`src/rtl/axi4s_stream_checker_pkg.sv`:
```
// Shared types for the AXI4-Stream checker: FSM states, mode
// encodings, per-beat error bundle, LFSR taps and seeds.
package axi4s_stream_checker_pkg;

  typedef enum logic [1:0] {
    ST_IDLE     = 2'd0,
    ST_ACTIVE   = 2'd1,
    ST_STOPPING = 2'd2
  } chk_state_e;

  typedef enum logic [1:0] {
    DM_COUNTER = 2'd0,
    DM_RANDOM  = 2'd1,
    DM_CUSTOM  = 2'd2
  } data_mode_e;

  typedef enum logic {
    TM_COUNTER = 1'b0,
    TM_RANDOM  = 1'b1
  } tid_mode_e;

  // Fibonacci tap masks: bit (e-1) set for each exponent e.
  localparam logic [15:0] LFSR16_POLY = 16'hB400;
  localparam logic [15:0] LFSR16_SEED = 16'hACE1;
  localparam logic [31:0] LFSR32_POLY = 32'h8020_0003;
  localparam logic [31:0] LFSR32_SEED = 32'h0000_0001;

  typedef struct packed {
    logic data;
    logic strb;
    logic tid;
    logic last;
  } beat_err_t;

endpackage

```
`src/rtl/axi4s_chk_lfsr.sv`:
```
// Shift-left Fibonacci LFSR with step enable and reseed.
// Ports: clk, rst_n, step, reseed, q (current value).
module axi4s_chk_lfsr
  import axi4s_stream_checker_pkg::*;
#(
  parameter int unsigned        WIDTH_P = 16,
  parameter logic [WIDTH_P-1:0] POLY_P  = '0,
  parameter logic [WIDTH_P-1:0] SEED_P  = '1
) (
  input  logic               clk,
  input  logic               rst_n,
  input  logic               step,
  input  logic               reseed,
  output logic [WIDTH_P-1:0] q
);

  logic fb;

  assign fb = ^(q & POLY_P);

  always_ff @(posedge clk or negedge rst_n) begin
    if (!rst_n) begin
      q <= SEED_P;
    end else if (reseed) begin
      q <= SEED_P;
    end else if (step) begin
      q <= {q[WIDTH_P-2:0], fb};
    end
  end

endmodule

```
`config.mk`:
```
export PLATFORM = sky130hd
export DESIGN_NAME = axi4s_chk_lfsr
export DESIGN_NICKNAME = d
export VERILOG_FILES = /design/src/rtl/axi4s_stream_checker_pkg.sv /design/src/rtl/axi4s_chk_lfsr.sv
export SDC_FILE = /design/constraint.sdc
export NUM_CORES = 1
export LEC_CHECK = 0
export ABC_CLOCK_PERIOD_IN_PS = 1700
export CAP_MARGIN = 20
export CORE_MARGIN = 4
export CORE_UTILIZATION = 48
export CTS_CLUSTER_DIAMETER = 30
export DETAILED_ROUTE_END_ITERATION = 8
export PLACE_DENSITY = 0.89
export SYNTH_ARGS = -nofsm -noshare
export SYNTH_HDL_FRONTEND = slang
export SYNTH_SLANG_ARGS = --single-unit
```
`constraint.sdc`:
```
create_clock -name clk -period 1.7 [get_ports clk]
set_input_delay 0.34 -clock clk [delete_from_list [all_inputs] [get_ports clk]]
set_output_delay 0.34 -clock clk [all_outputs]
set_load 0.01 [all_outputs]
```
==> results.md <==
- Synthesized cell area: between 600 and 700 um2
- Overflow left after global routing: 0
- RSZ-0062 raised after global routing: no
- Antenna violation net count after detailed routing: 0
- Ys flop type: dfstp_2
- Tmin final: ~1.4 ns
- Fmax: approximately 690 MHz
- Dpl hpwl: 874 um
- Crit-path cells: dlygate4sd2_1
- Worst slew margin relative to its limit: 0.867
- Clock root buffer: clkbuf_4
- CTS tree: built
- Remaining DRCs: 0
- Via count: 479
- Layout area overhead: 31.7%
- Total Wirelength: around 1300 um
- Worst-Skew Late Latency: between 0.2 and 0.3 ns
- Fin crit share: 0.847
- Critical path class: flop to output pin
- Crit path max-delay cell type: dfstp_2
- Cell family with most CP delay: flip-flops
- Fin util: 0.690
- Critical register-to-register path startpoint: q[6]$_DFFE_PN1P_
- Via density: about 5.4
- Number of max-cap violations: 0
- Status: complete, no violations
- Die Y-Extent: 46.2 um
- Pleak: between 0.3 and 0.4 nW
- Synthesized instance count: 52
- Sequential fraction of the synthesis area: 0.601
- Worst setup margin: between 0.2 and 0.3 ns
- Setup Fix Bufs, Post-CTS: 0
- Mux cell area share after synthesis: 0
- Number of flip-flops in the largest register: 16
- Most common cell in the netlist: dfstp_2
- Largest registers: q: 16 flops
- Share of layout cells above drive strength 1: 0.324
- Number of flops mapped to enable cells by yosys: 0
- Critical Path Fanout Max: 3
- Routed len/inst: approximately 14 um
- Routed wl met2: roughly 600 um
- Initial antenna violation count: 0
- Uppermost layer routed: met3
- Vias in the first global route: a little over 500
- # setup viols final: 0
- Sequential share of power: 0.587
- Inst Count DP: between 80 and 90
- Internal power: 0.572 mW
- Syn Area/Cell: about 13 um2
- Storage element area: roughly 420 um2
- Syn_nets: 56
- Most frequent cells after synthesis: dfstp_2 (16), a211o_1 (15), and2b_1 (7)
- Crit path DAT: ~1.1 ns
- Row cnt: 13
- Gate power share: 0.165
- H-tree Lvls: 1
- Hold Path Origin: q[0]$_DFFE_PN1P_
- Hold Fails Final Rpt: 0
- Clock Path Buffers: 2
- Worst-path clk slew: around 0.09 ns
- M1 wire length: about 600 um
- Synthesis-stage register bit count: 16
- Post-Synth XOR/XNOR Area: 0
- Biggest area consumer among synthesized cells: dfstp_2
- Synth Area in Adders: 0
- Min-Delay Path Class: flop to flop
- DRT Pass-1 Iters: 4
- GRT Overall Usage: 0.150
- Placement Setup Slack: approximately 0.15 ns
- Core Region: about 0.0013 mm2
- Nets@finish: 80
- Die area: between 0.002 and 0.0025 mm2
- PD cells: around 800 mW/mm2
- Antenna cell count: 0
- Largest net degree at the start of global routing: 17
- Req. time, crit path: 1.36 ns
- Fin. max-slew vios: 0
- Main combinational cell family by area after synthesis: compound AO/OA/AOI/OAI gates
- CP max stage delay: between 0.5 and 0.6 ns
- I/O Buffers: 19
- Filler cells: approximately 110
- Hold-fix buffers, CTS: 0
- Critical Path Start: q[0]$_DFFE_PN1P_
- Yosys top cell area share: 0.601
- Wire length on met3: roughly 73 um
- Initial Util: 0.524
- YS warnings: 0
- Clock Skews: around 0.004 ns
- Iter 0 DRT Violations: 5
- Slew @ Worst Pin: roughly 0.20 ns
- CP endpoint kind: output pin
- Final std cells w/o fill: 89
- Switching portion of total power: 0.237
- Max VDD drop: around 0.49 mV
- Simple-gate area share of the yosys netlist: 0.147
- Critical path launch point type: flop
- First-pass GRT wire length: 2300 um
- Clk pwr share: 0.248
- RePlAce Congestion: 0.674
- Setup TNS: 0 ns
- Most flops, register: q
- Netlist cell types: 10
- IO Count: 20
- Synth area leaders: dfstp_2 (60%), a211o_1 (19%), and2b_1 (7.5%)
- Psw: around 0.18 mW
- Die W: approximately 46 um
- Worst path buffer plus inverter count: 1
- Area occupied by multi-input gates: between 200 and 250 um2
- Synth async-reset ratio: 1.00
- CTS buffer count: 3
- Complex-gate fraction of the synthesized area: 0.199
- Clock Sinks: 16
-- cells in the final DEF (no fill, tap or decap), drive strengths merged --
cell	netlist	layout
clkdlybuf4s50	0	3
clkbuf	1	3
dlymetal6s2s	0	3
a21o	1	1
dlygate4sd2	0	13
and2b	7	7
inv	1	1
nor2b	4	4
dfstp	16	16
a211o	15	15
and2	4	4
buf	3	4
-- power by group through the flow --
stage,clock [mW],sequential [mW],combinational [mW]
2_1_floorplan,0,0.456,0.0566
3_3_place_gp,0,0.445,0.137
6_report,0.186,0.439,0.124
4_1_cts,0.200,0.440,0.127
5_1_grt,0.216,0.445,0.137
3_5_place_dp,0,0.446,0.140
-- area by class of cell --
cell class / instances / area share
timing repair buffer: 23 / 0.230
multi-input combinational: 31 / 0.262
clock buffer: 3 / 0.0245
tap: 15 / 0.0204
sequential: 16 / 0.457
inverter: 1 / 0.00679
-- layer usage --
layer,vias up,GRT usage
met3,0,0.0391
li1,229,-
met4,0,0.0682
met5,-,0
met1,237,0.205
met2,13,0.220
-- stage by stage --
step,instance area [um2],power (mW),hold slack [ns]
6_report,921,0.749,0.530
5_1_grt,921,0.798,0.543
4_1_cts,913,0.767,0.531
3_5_place_dp,907,0.587,0.520
3_3_place_gp,907,0.582,0.516
2_1_floorplan,699,0.513,0.192
-- worst paths after layout --
path / endpoint / depth (start not counted) / slack [ns]
max: q[0] / 1 / 0.26
min: q[0]$_DFFE_PN1P_ / 1 / 0.53
max reg2reg: q[6]$_DFFE_PN1P_ / 2 / 0.84
min reg2reg: q[0]$_DFFE_PN1P_ / 1 / 0.53
max in group asynchronous: q[12]$_DFFE_PN1P_ / 2 / 1.08
min in group asynchronous: q[15]$_DFFE_PN1P_ / 2 / 0.59
-- logic make-up after synthesis --
family / Yosys count
buffers and inverters: 5
and+or+nand+nor: 15
AOI/OAI and AO/OA: 16
DFF: 16
-- what timing repair did --
item | in CTS | in global routing
endpoints found under the hold margin | 0 | 0
setup endpoints to repair | 13 | 3
resized for setup | 13 | 3
No activity file was read; power rests on OpenSTA's default activity.
